<file path="src/rtl/aer_in_arbiter.sv">
// ---------------------------------------------------------------------------
// aer_in_arbiter
//
// Round-robin arbiter that merges N_SRC event sources onto a single
// four-phase AER input port of an SNN core. One event is taken per
// handshake: IDLE -> REQ_HI (REQ=1, wait for ACK) -> REQ_LO (REQ=0, wait
// for ACK to fall) -> IDLE.
//
// Parameters
//    N_SRC        number of event sources
//    ADDR_W       AER address width
//    TIMEOUT_CYC  ACK-rise watchdog limit in cycles (1..255)
//
// Ports
//    CLK          clock
//    RST          synchronous active-high reset
//    SRC_VALID    per-source event pending
//    SRC_ADDR     per-source address, source i at [i*ADDR_W +: ADDR_W]
//    SRC_READY    one-cycle pulse when a source's event is taken
//    AERIN_ADDR   address presented to the core (held through handshake)
//    AERIN_REQ    four-phase request
//    AERIN_ACK    four-phase acknowledge (asynchronous, synchronized here)
//    BUSY         high whenever a handshake is in progress
//    EVT_CNT      saturating count of acknowledged events
//    ERR_TIMEOUT  sticky ACK-timeout flag
//    ERR_CLR      clears ERR_TIMEOUT (a simultaneous new timeout wins)
//
// Build option
//    AER_ARB_TIMEOUT_EN  when defined, builds the ACK watchdog. When not
//                        defined, REQ_HI waits for ACK indefinitely and
//                        ERR_TIMEOUT is tied low.
// ---------------------------------------------------------------------------
module aer_in_arbiter #(
   parameter int N_SRC       = 4,
   parameter int ADDR_W      = 10,
   parameter int TIMEOUT_CYC = 255
) (
   input  logic                      CLK,
   input  logic                      RST,
   input  logic [N_SRC-1:0]          SRC_VALID,
   input  logic [N_SRC*ADDR_W-1:0]   SRC_ADDR,
   output logic [N_SRC-1:0]          SRC_READY,
   output logic [ADDR_W-1:0]         AERIN_ADDR,
   output logic                      AERIN_REQ,
   input  logic                      AERIN_ACK,
   output logic                      BUSY,
   output logic [15:0]               EVT_CNT,
   output logic                      ERR_TIMEOUT,
   input  logic                      ERR_CLR
);

   localparam int PTR_W = (N_SRC > 1) ? $clog2(N_SRC) : 1;

   localparam logic [1:0] ST_IDLE   = 2'd0;
   localparam logic [1:0] ST_REQ_HI = 2'd1;
   localparam logic [1:0] ST_REQ_LO = 2'd2;

   logic [1:0]        r_state;
   logic [PTR_W-1:0]  r_ptr;
   logic              r_ack_meta;
   logic              r_ack_s;
   logic              r_req;
   logic [ADDR_W-1:0] r_addr;
   logic [N_SRC-1:0]  r_ready;
   logic [15:0]       r_evt_cnt;

   logic [ADDR_W-1:0] w_addr_arr [N_SRC];
   logic              w_any;
   logic [PTR_W-1:0]  w_grant;
   logic [PTR_W-1:0]  w_ptr_next;
   logic              w_timeout;

   // Unpack the flat address bus into one word per source.
   genvar gi;
   generate
      for (gi = 0; gi < N_SRC; gi++) begin : g_addr
         assign w_addr_arr[gi] = SRC_ADDR[gi*ADDR_W +: ADDR_W];
      end
   endgenerate

   // Two-flop synchronizer; nothing downstream looks at raw AERIN_ACK.
   always_ff @(posedge CLK) begin
      if (RST) begin
         r_ack_meta <= 1'b0;
         r_ack_s    <= 1'b0;
      end else begin
         r_ack_meta <= AERIN_ACK;
         r_ack_s    <= r_ack_meta;
      end
   end

   // Round-robin pick: walk from the farthest offset down to the pointer so
   // the valid source closest to the pointer is the one left in w_grant.
   always_comb begin
      w_any   = 1'b0;
      w_grant = '0;
      for (int k = N_SRC - 1; k >= 0; k--) begin
         if (SRC_VALID[(int'(r_ptr) + k) % N_SRC]) begin
            w_any   = 1'b1;
            w_grant = PTR_W'((int'(r_ptr) + k) % N_SRC);
         end
      end
   end

   assign w_ptr_next = PTR_W'((int'(w_grant) + 1) % N_SRC);

`ifdef AER_ARB_TIMEOUT_EN
   logic [7:0] r_to_cnt;
   logic       r_err;

   // Counter sits at zero while idle, so it reads 0 in the first REQ_HI
   // cycle and equals the number of REQ_HI cycles already spent.
   assign w_timeout = (r_state == ST_REQ_HI) && !r_ack_s &&
                      (r_to_cnt == TIMEOUT_CYC[7:0]);

   always_ff @(posedge CLK) begin
      if (RST) begin
         r_to_cnt <= 8'd0;
         r_err    <= 1'b0;
      end else begin
         if (r_state == ST_REQ_HI)
            r_to_cnt <= r_to_cnt + 8'd1;
         else
            r_to_cnt <= 8'd0;

         // A new timeout takes priority over a clear in the same cycle.
         if (w_timeout)
            r_err <= 1'b1;
         else if (ERR_CLR)
            r_err <= 1'b0;
      end
   end

   assign ERR_TIMEOUT = r_err;
`else
   logic w_unused;

   assign w_timeout   = 1'b0;
   assign ERR_TIMEOUT = 1'b0;
   assign w_unused    = ^{ERR_CLR, TIMEOUT_CYC[0]};
`endif

   always_ff @(posedge CLK) begin
      if (RST) begin
         r_state   <= ST_IDLE;
         r_ptr     <= '0;
         r_req     <= 1'b0;
         r_addr    <= '0;
         r_ready   <= '0;
         r_evt_cnt <= 16'd0;
      end else begin
         r_ready <= '0;
         case (r_state)
            ST_IDLE: begin
               if (w_any) begin
                  r_state <= ST_REQ_HI;
                  r_req   <= 1'b1;
                  r_addr  <= w_addr_arr[w_grant];
                  r_ready <= N_SRC'(1) << w_grant;
                  r_ptr   <= w_ptr_next;
               end
            end
            ST_REQ_HI: begin
               if (r_ack_s) begin
                  r_req   <= 1'b0;
                  r_state <= ST_REQ_LO;
                  if (r_evt_cnt != 16'hFFFF)
                     r_evt_cnt <= r_evt_cnt + 16'd1;
               end else if (w_timeout) begin
                  // Abandon the event: drop REQ without counting it.
                  r_req   <= 1'b0;
                  r_state <= ST_REQ_LO;
               end
            end
            ST_REQ_LO: begin
               if (!r_ack_s)
                  r_state <= ST_IDLE;
            end
            default: r_state <= ST_IDLE;
         endcase
      end
   end

   assign SRC_READY  = r_ready;
   assign AERIN_ADDR = r_addr;
   assign AERIN_REQ  = r_req;
   assign BUSY       = (r_state != ST_IDLE);
   assign EVT_CNT    = r_evt_cnt;

endmodule

</file>
<file path="config.mk">
export PLATFORM = sky130hd
export DESIGN_NAME = aer_in_arbiter
export DESIGN_NICKNAME = d
export VERILOG_FILES = /design/src/rtl/aer_in_arbiter.sv
export SDC_FILE = /design/constraint.sdc
export NUM_CORES = 1
export LEC_CHECK = 0
export ABC_AREA = 1
export BUFFER_PORTS_ARGS = -buffer_cell sky130_fd_sc_hd__buf_2
export CORE_UTILIZATION = 50
export DETAILED_ROUTE_END_ITERATION = 8
export GPL_TIMING_DRIVEN = 0
export PLACE_DENSITY = 0.8
export SYNTH_ARGS = -nofsm -noshare
export SYNTH_HDL_FRONTEND = slang
export SYNTH_SLANG_ARGS = --single-unit
export TNS_END_PERCENT = 20
</file>
<file path="constraint.sdc">
create_clock -name CLK -period 1.8 [get_ports CLK]
set_input_delay 0.09 -clock CLK [delete_from_list [all_inputs] [get_ports CLK]]
set_output_delay 0.09 -clock CLK [all_outputs]
set_load 0.02 [all_outputs]
</file>
# Yosys cells after proc, flatten, opt, wreduce, memory -nomap -nowiden

Cells that the tools add are included.
W data, S select, Z words.

Bits in registers: 37
Input bits: 48
Output and inout bits: 33

Add/sub/neg operators: 5
Order comparisons: 5
Equality and inequality tests: 6
Shift operators: 1
Muxes and demuxes: 29
Bitwise logic cells: 6
Reduce and logical (&&, ||, !) cells: 11

Operator list:

| cell                    | number |
|---|---|
| $bmux W10 S2            | 1 |
| $mux W10                | 2 |
| $add A16 B1 Y16 const B | 1 |
| $ne A16 B16 Y1 const B  | 1 |
| $mux W2                 | 7 |
| $mux W1                 | 13 |
| $lt A3 B4 Y1 const B    | 3 |
| $reduce_and A3 Y1       | 3 |
| $bmux W1 S2             | 4 |
| $ne A2 B2 Y1 const B    | 3 |
| $pmux W2 S3             | 1 |
| $reduce_or A2 Y1        | 3 |
| $add A2 B1 Y2 const B   | 2 |
| $add A2 B2 Y2 const B   | 2 |
| $reduce_bool A2 Y1      | 2 |
| $shl A1 B2 Y4 const A   | 1 |
| $and A1 B1 Y1 const A   | 3 |
| $ge A3 B3 Y1 const B    | 1 |
| $lt A2 B3 Y1 const B    | 1 |
| $not A2 Y3              | 1 |
| $reduce_or A3 Y1        | 1 |
| $eq A2 B1 Y1 const B    | 1 |
| $eq A2 B2 Y1 const B    | 1 |
| $logic_not A2 Y1        | 1 |
| 3 further kinds         | 4 |

# Longest topological paths before layout

Depth in word-level cells: 14
Depth in mapped cells: 15

# Worst setup path before layout

OpenSTA, ideal clock, no wires.

Path kind: flip-flop to flip-flop
Start point: reg r_evt_cnt[0], in the netlist EVT_CNT[0]
End point: reg r_evt_cnt[12], in the netlist EVT_CNT[12]
Library setup time: 132 ps
Data arrival time: 1594 ps
Required time: 1668 ps
Path slack: 74 ps
Cell stages (with the launch flop): 10
Buffers on the path: 1
Clock period less this slack: 1726 ps
Path through: dfxtp_1 ha_1 nand3_1 nor4_1 nand3_1 nand2_1 inv_2 clkbuf_1 nand2_1 a21oi_1

Longest elaborated chain between the ends: 2

Ends and longest elaborated chain:

| item                                                                    | RTL line | source |
|---|---|---|
| start: declaration                                                      | 65       | `logic [15:0] r_evt_cnt;` |
| start signal: assignment                                                | 168      | `r_evt_cnt <= r_evt_cnt + 16'd1;` |
| parallel branches: the longest is 2 deep, another holds $add A16 B1 Y16 | --       |  |

Several ways; the timed one is not identified.
A chain may end at the register's enable or synchronous reset.

# Final worst setup path

Start point: reg r_ptr[0]
End point: reg r_addr[3], in the netlist AERIN_ADDR[3]

Longest elaborated chain between the ends: 12

Ends and longest elaborated chain:

| item                                         | RTL line | source |
|---|---|---|
| start: declaration                           | 59       | `logic [PTR_W-1:0] r_ptr;` |
| start signal: assignment                     | 160      | `r_ptr <= w_ptr_next;` |
| $add A2 B2 Y2                                | 98, 100  |  |
| $bmux W1 S2                                  | 98       | `if (SRC_VALID[(int'(r_ptr) + k) % N_SRC]) begin` |
| $mux W1 (not written as such) (2 in series)  | 98       |  |
| $mux W2 (4 in series)                        | 98       |  |
| $not A2 Y3 (not written as such)             | 158      | `r_addr <= w_addr_arr[w_grant];` |
| $bmux W10 S2                                 | 158      |  |
| $mux W10 (not written as such) (2 in series) | 158      |  |
| end signal: assignment                       | 158      |  |
| end: declaration                             | 63       | `logic [ADDR_W-1:0] r_addr;` |

Several ways; a longest one is shown, not always the timed one. The select of a mux whose other input is x is not followed.

==> impl_results.md <==
- Post-synthesis register bit count: 37
- CP max stage cell: dfxtp_4
- Max cap viols: 0
- Post-route ant nets: 0
- TritonCTS Sinks: 37
- Worst path max stage delay: between 300 and 400 ps
- Num CTS Buffers: 5
- PnR worst setup slack: around 85 ps
- GRT overflow: 0
- Vias in the first global route: about 2.3k
- GP Congestion: a little under 0.9
- HPWL after detailed placement: between 4000 and 5000 um
- Vias: approximately 2.5k
- Slew Limit Fails: 0
- Tot GR Track Use: 24.0%
- Clock Pin Slew Worst Setup and Hold Paths: 70 ps
- Clk network pwr share: between 10% and 20%
- CTS H-Tree Depth: 2
- Initial drt markers: approximately 240
- Crit path launch type: register
- Post-synth EDFFs: 0
- Worst EP required: 1990 ps
- Largest net degree at the start of global routing: 11
- Top cell by count, worst path: nand2_1
- Router iterations before antenna repair: 4
- Chip Height: 69.0 um
- Final nets: 489
- Min-Delay Path Class: in2reg
- Cell family with most CP delay: simple AND/OR/NAND/NOR gates
- Die Area: 4760 um2
- Layout Area Growth over Synthesis: 31.7%
- Number of diodes: 0
- Status: finished clean
- # IOs: 81
- Cell Int Power: roughly 2400 uW
- Post-cts hold buffer count: 0
- Drt drc: 0
- Sw frac: between 40 and 50%
- HP Start: AERIN_ACK
- Peak supply drop: roughly 1.1 mV
- CP cell instances: buf_8 -> nand2_1 -> o21ai_4 -> nand2_1 -> nand3_1 -> nand3b_1 -> nand2_2 -> inv_4 -> buf_4 -> o21ai_0 -> a21oi_1
- CTS tree: yes
- Tmin final: about 1700 ps
- Static Leakage: 0.00144 uW
- RSZ-0062 raised after global routing: true
- Layout cells sized above 1: between 30% and 40%
- CP bufs+invs: 3
- Synth Area per Inst: 6.49 um2
- DR WL/cell: between 10 and 15 um
- Crit path launch: r_ptr[0]$_SDFFE_PP0P_
- Starting Density: 51.9%
- Most frequent cells in the layout: nand2_1, buf_2, nand3_1
- Final setup skew: 4.40 ps
- Final worst-path cycle share: between 90% and 100%
- Worst skew pair latency: 290 ps
- IO buf count: ~80
- Clk buf depth: 2
- Finish-stage setup viols: 0
- Main synth FF type: dfxtp_1
- WL final: about 5700 um
- YS warnings: 0
- Asr flop ratio synth: 0%
- FF-to-FF Start: r_ptr[0]$_SDFFE_PP0P_
- Cell count after synthesis: 346
- Pre-CTS setup slack: -128 ps
- Total Power: 4410 uW
- P_sw: 2010 uW
- Crit path kind: reg2reg
- Post-detailed-route via-to-cell ratio: between 5 and 6
- Fmax: just under 600 MHz
- First-pass GRT wire length: 9580 um
- Power Density: 1490 nW/um2
- Mapped Area: 2250 um2
- Gate power share: 61.6%
- Initial antenna violation count: 0
- Num rows: 24
- Core footprint: roughly 4300 um2
- Final hold violation count: 0
- Crit Path Max Fanout: 5
- Seq pwr share: between 20% and 30%
- CP Capture Type: register
- Net Count, Synth: 395
- Root Driver: clkbuf_8
- Die width: ~69 um
- Synth unique cells: 35
- Crit path arrival time: about 1900 ps
- Most common cell after layout, fill and taps aside: nand2_1
- Sequential area share after synthesis: between 30% and 40%
## worst min-delay path, delay by kind of cell
| family | cells | cell delay [ps] |
|---|---|---|
| AND/OR/NAND/NOR | 1 | 60 |
| buffers and inverters | 2 | 100 |
## logic make-up (layout without fill, tap and decap cells)
logic type / after synthesis / in the layout / synth area share, %
AO/OA/AOI/OAI: 37 / 37 / 8.80
AND/OR/NAND/NOR: 210 / 210 / 42.3
buffers and inverters: 50 / 144 / 10.9
adder cells (fa/ha/maj): 1 / 1 / 0.557
other: 1 / 1 / 0.167
XOR/XNOR: 10 / 10 / 4.23
flip-flops: 37 / 37 / 33.0
## cells in the mapped netlist (3+ instances only)
library cell	instances	area share, %
dfxtp_1	37	33
nor3_1	9	2.0
a21oi_1	22	4.9
clkbuf_1	4	0.67
inv_1	32	5.3
inv_2	4	0.67
xor2_1	7	2.7
nand2_1	105	18
nand2_2	9	2.5
nor2_1	26	4.3
buf_2	3	0.67
nor4_1	4	1.1
nand3_2	3	1.3
nor2_2	5	1.4
nand3_1	42	9.4
o21ai_0	9	2.0
## what timing repair did
item,in CTS,in global routing
gates cloned,0,1
setup buffers,0,8
pin swaps,0,6
gates resized for setup,5,24
setup endpoints to repair,10,27
## metal layers
layer	global-route usage, %	wire length (um)	vias to the layer above
met5	0	0	-
met4	6.12	112	0
met3	6.14	336	13
met2	42.6	2810	89
met1	28.5	2460	1124
li1	-	-	1296
## per-stage QoR
stage               hold WS (ps)  util (%)  cells  TNS [ps]  instance area [um2]
floorplan                    159         -    346         0                 2250
global placement             299      62.5    476      -533                 2700
detailed placement           306      62.5    476     -1090                 2700
CTS                         2.41      64.8    483         0                 2800
global route                15.0      68.4    492      -193                 2960
finish                     0.822      68.4    492         0                 2960
## registers in the layout, indices dropped and copies added, names as in the netlist
register and cells:
r_ack_s 1, r_ack_meta 1, EVT_CNT 16, SRC_READY 4
AERIN_ADDR 10, r_state 2, r_ptr 2, AERIN_REQ 1
## worst paths after layout
kind         cells past startpoint                    endpoint  slack (ps)
max                             11  AERIN_ADDR[3]$_SDFFE_PP0P_          90
min                              3       r_ack_meta$_SDFF_PP0_         0.8
min reg2reg                      2          r_ack_s$_SDFF_PP0_         400
max reg2reg                     11  AERIN_ADDR[3]$_SDFFE_PP0P_          90
## layout make-up
type | instances | area [um2]
multi-input cells | 259 | 1320
clock buffers | 7 | 86.3
flip-flops and latches | 37 | 751
well taps | 52 | 65.1
inverters | 38 | 155
repair buffers | 87 | 475
fillers | 384 | 1370
plain buffers | 12 | 105
## power by group through the flow
| stage | clock, uW | combinational, uW | sequential, uW |
|---|---|---|---|
| 6_report | 596 | 2720 | 1100 |
| 5_1_grt | 635 | 3000 | 1120 |
| 4_1_cts | 601 | 2360 | 1080 |
| 3_5_place_dp | 0 | 2360 | 1090 |
| 3_3_place_gp | 0 | 2320 | 1090 |
| 2_1_floorplan | 0 | 1680 | 1250 |
Note: power is estimated with default switching activity, not from simulation.
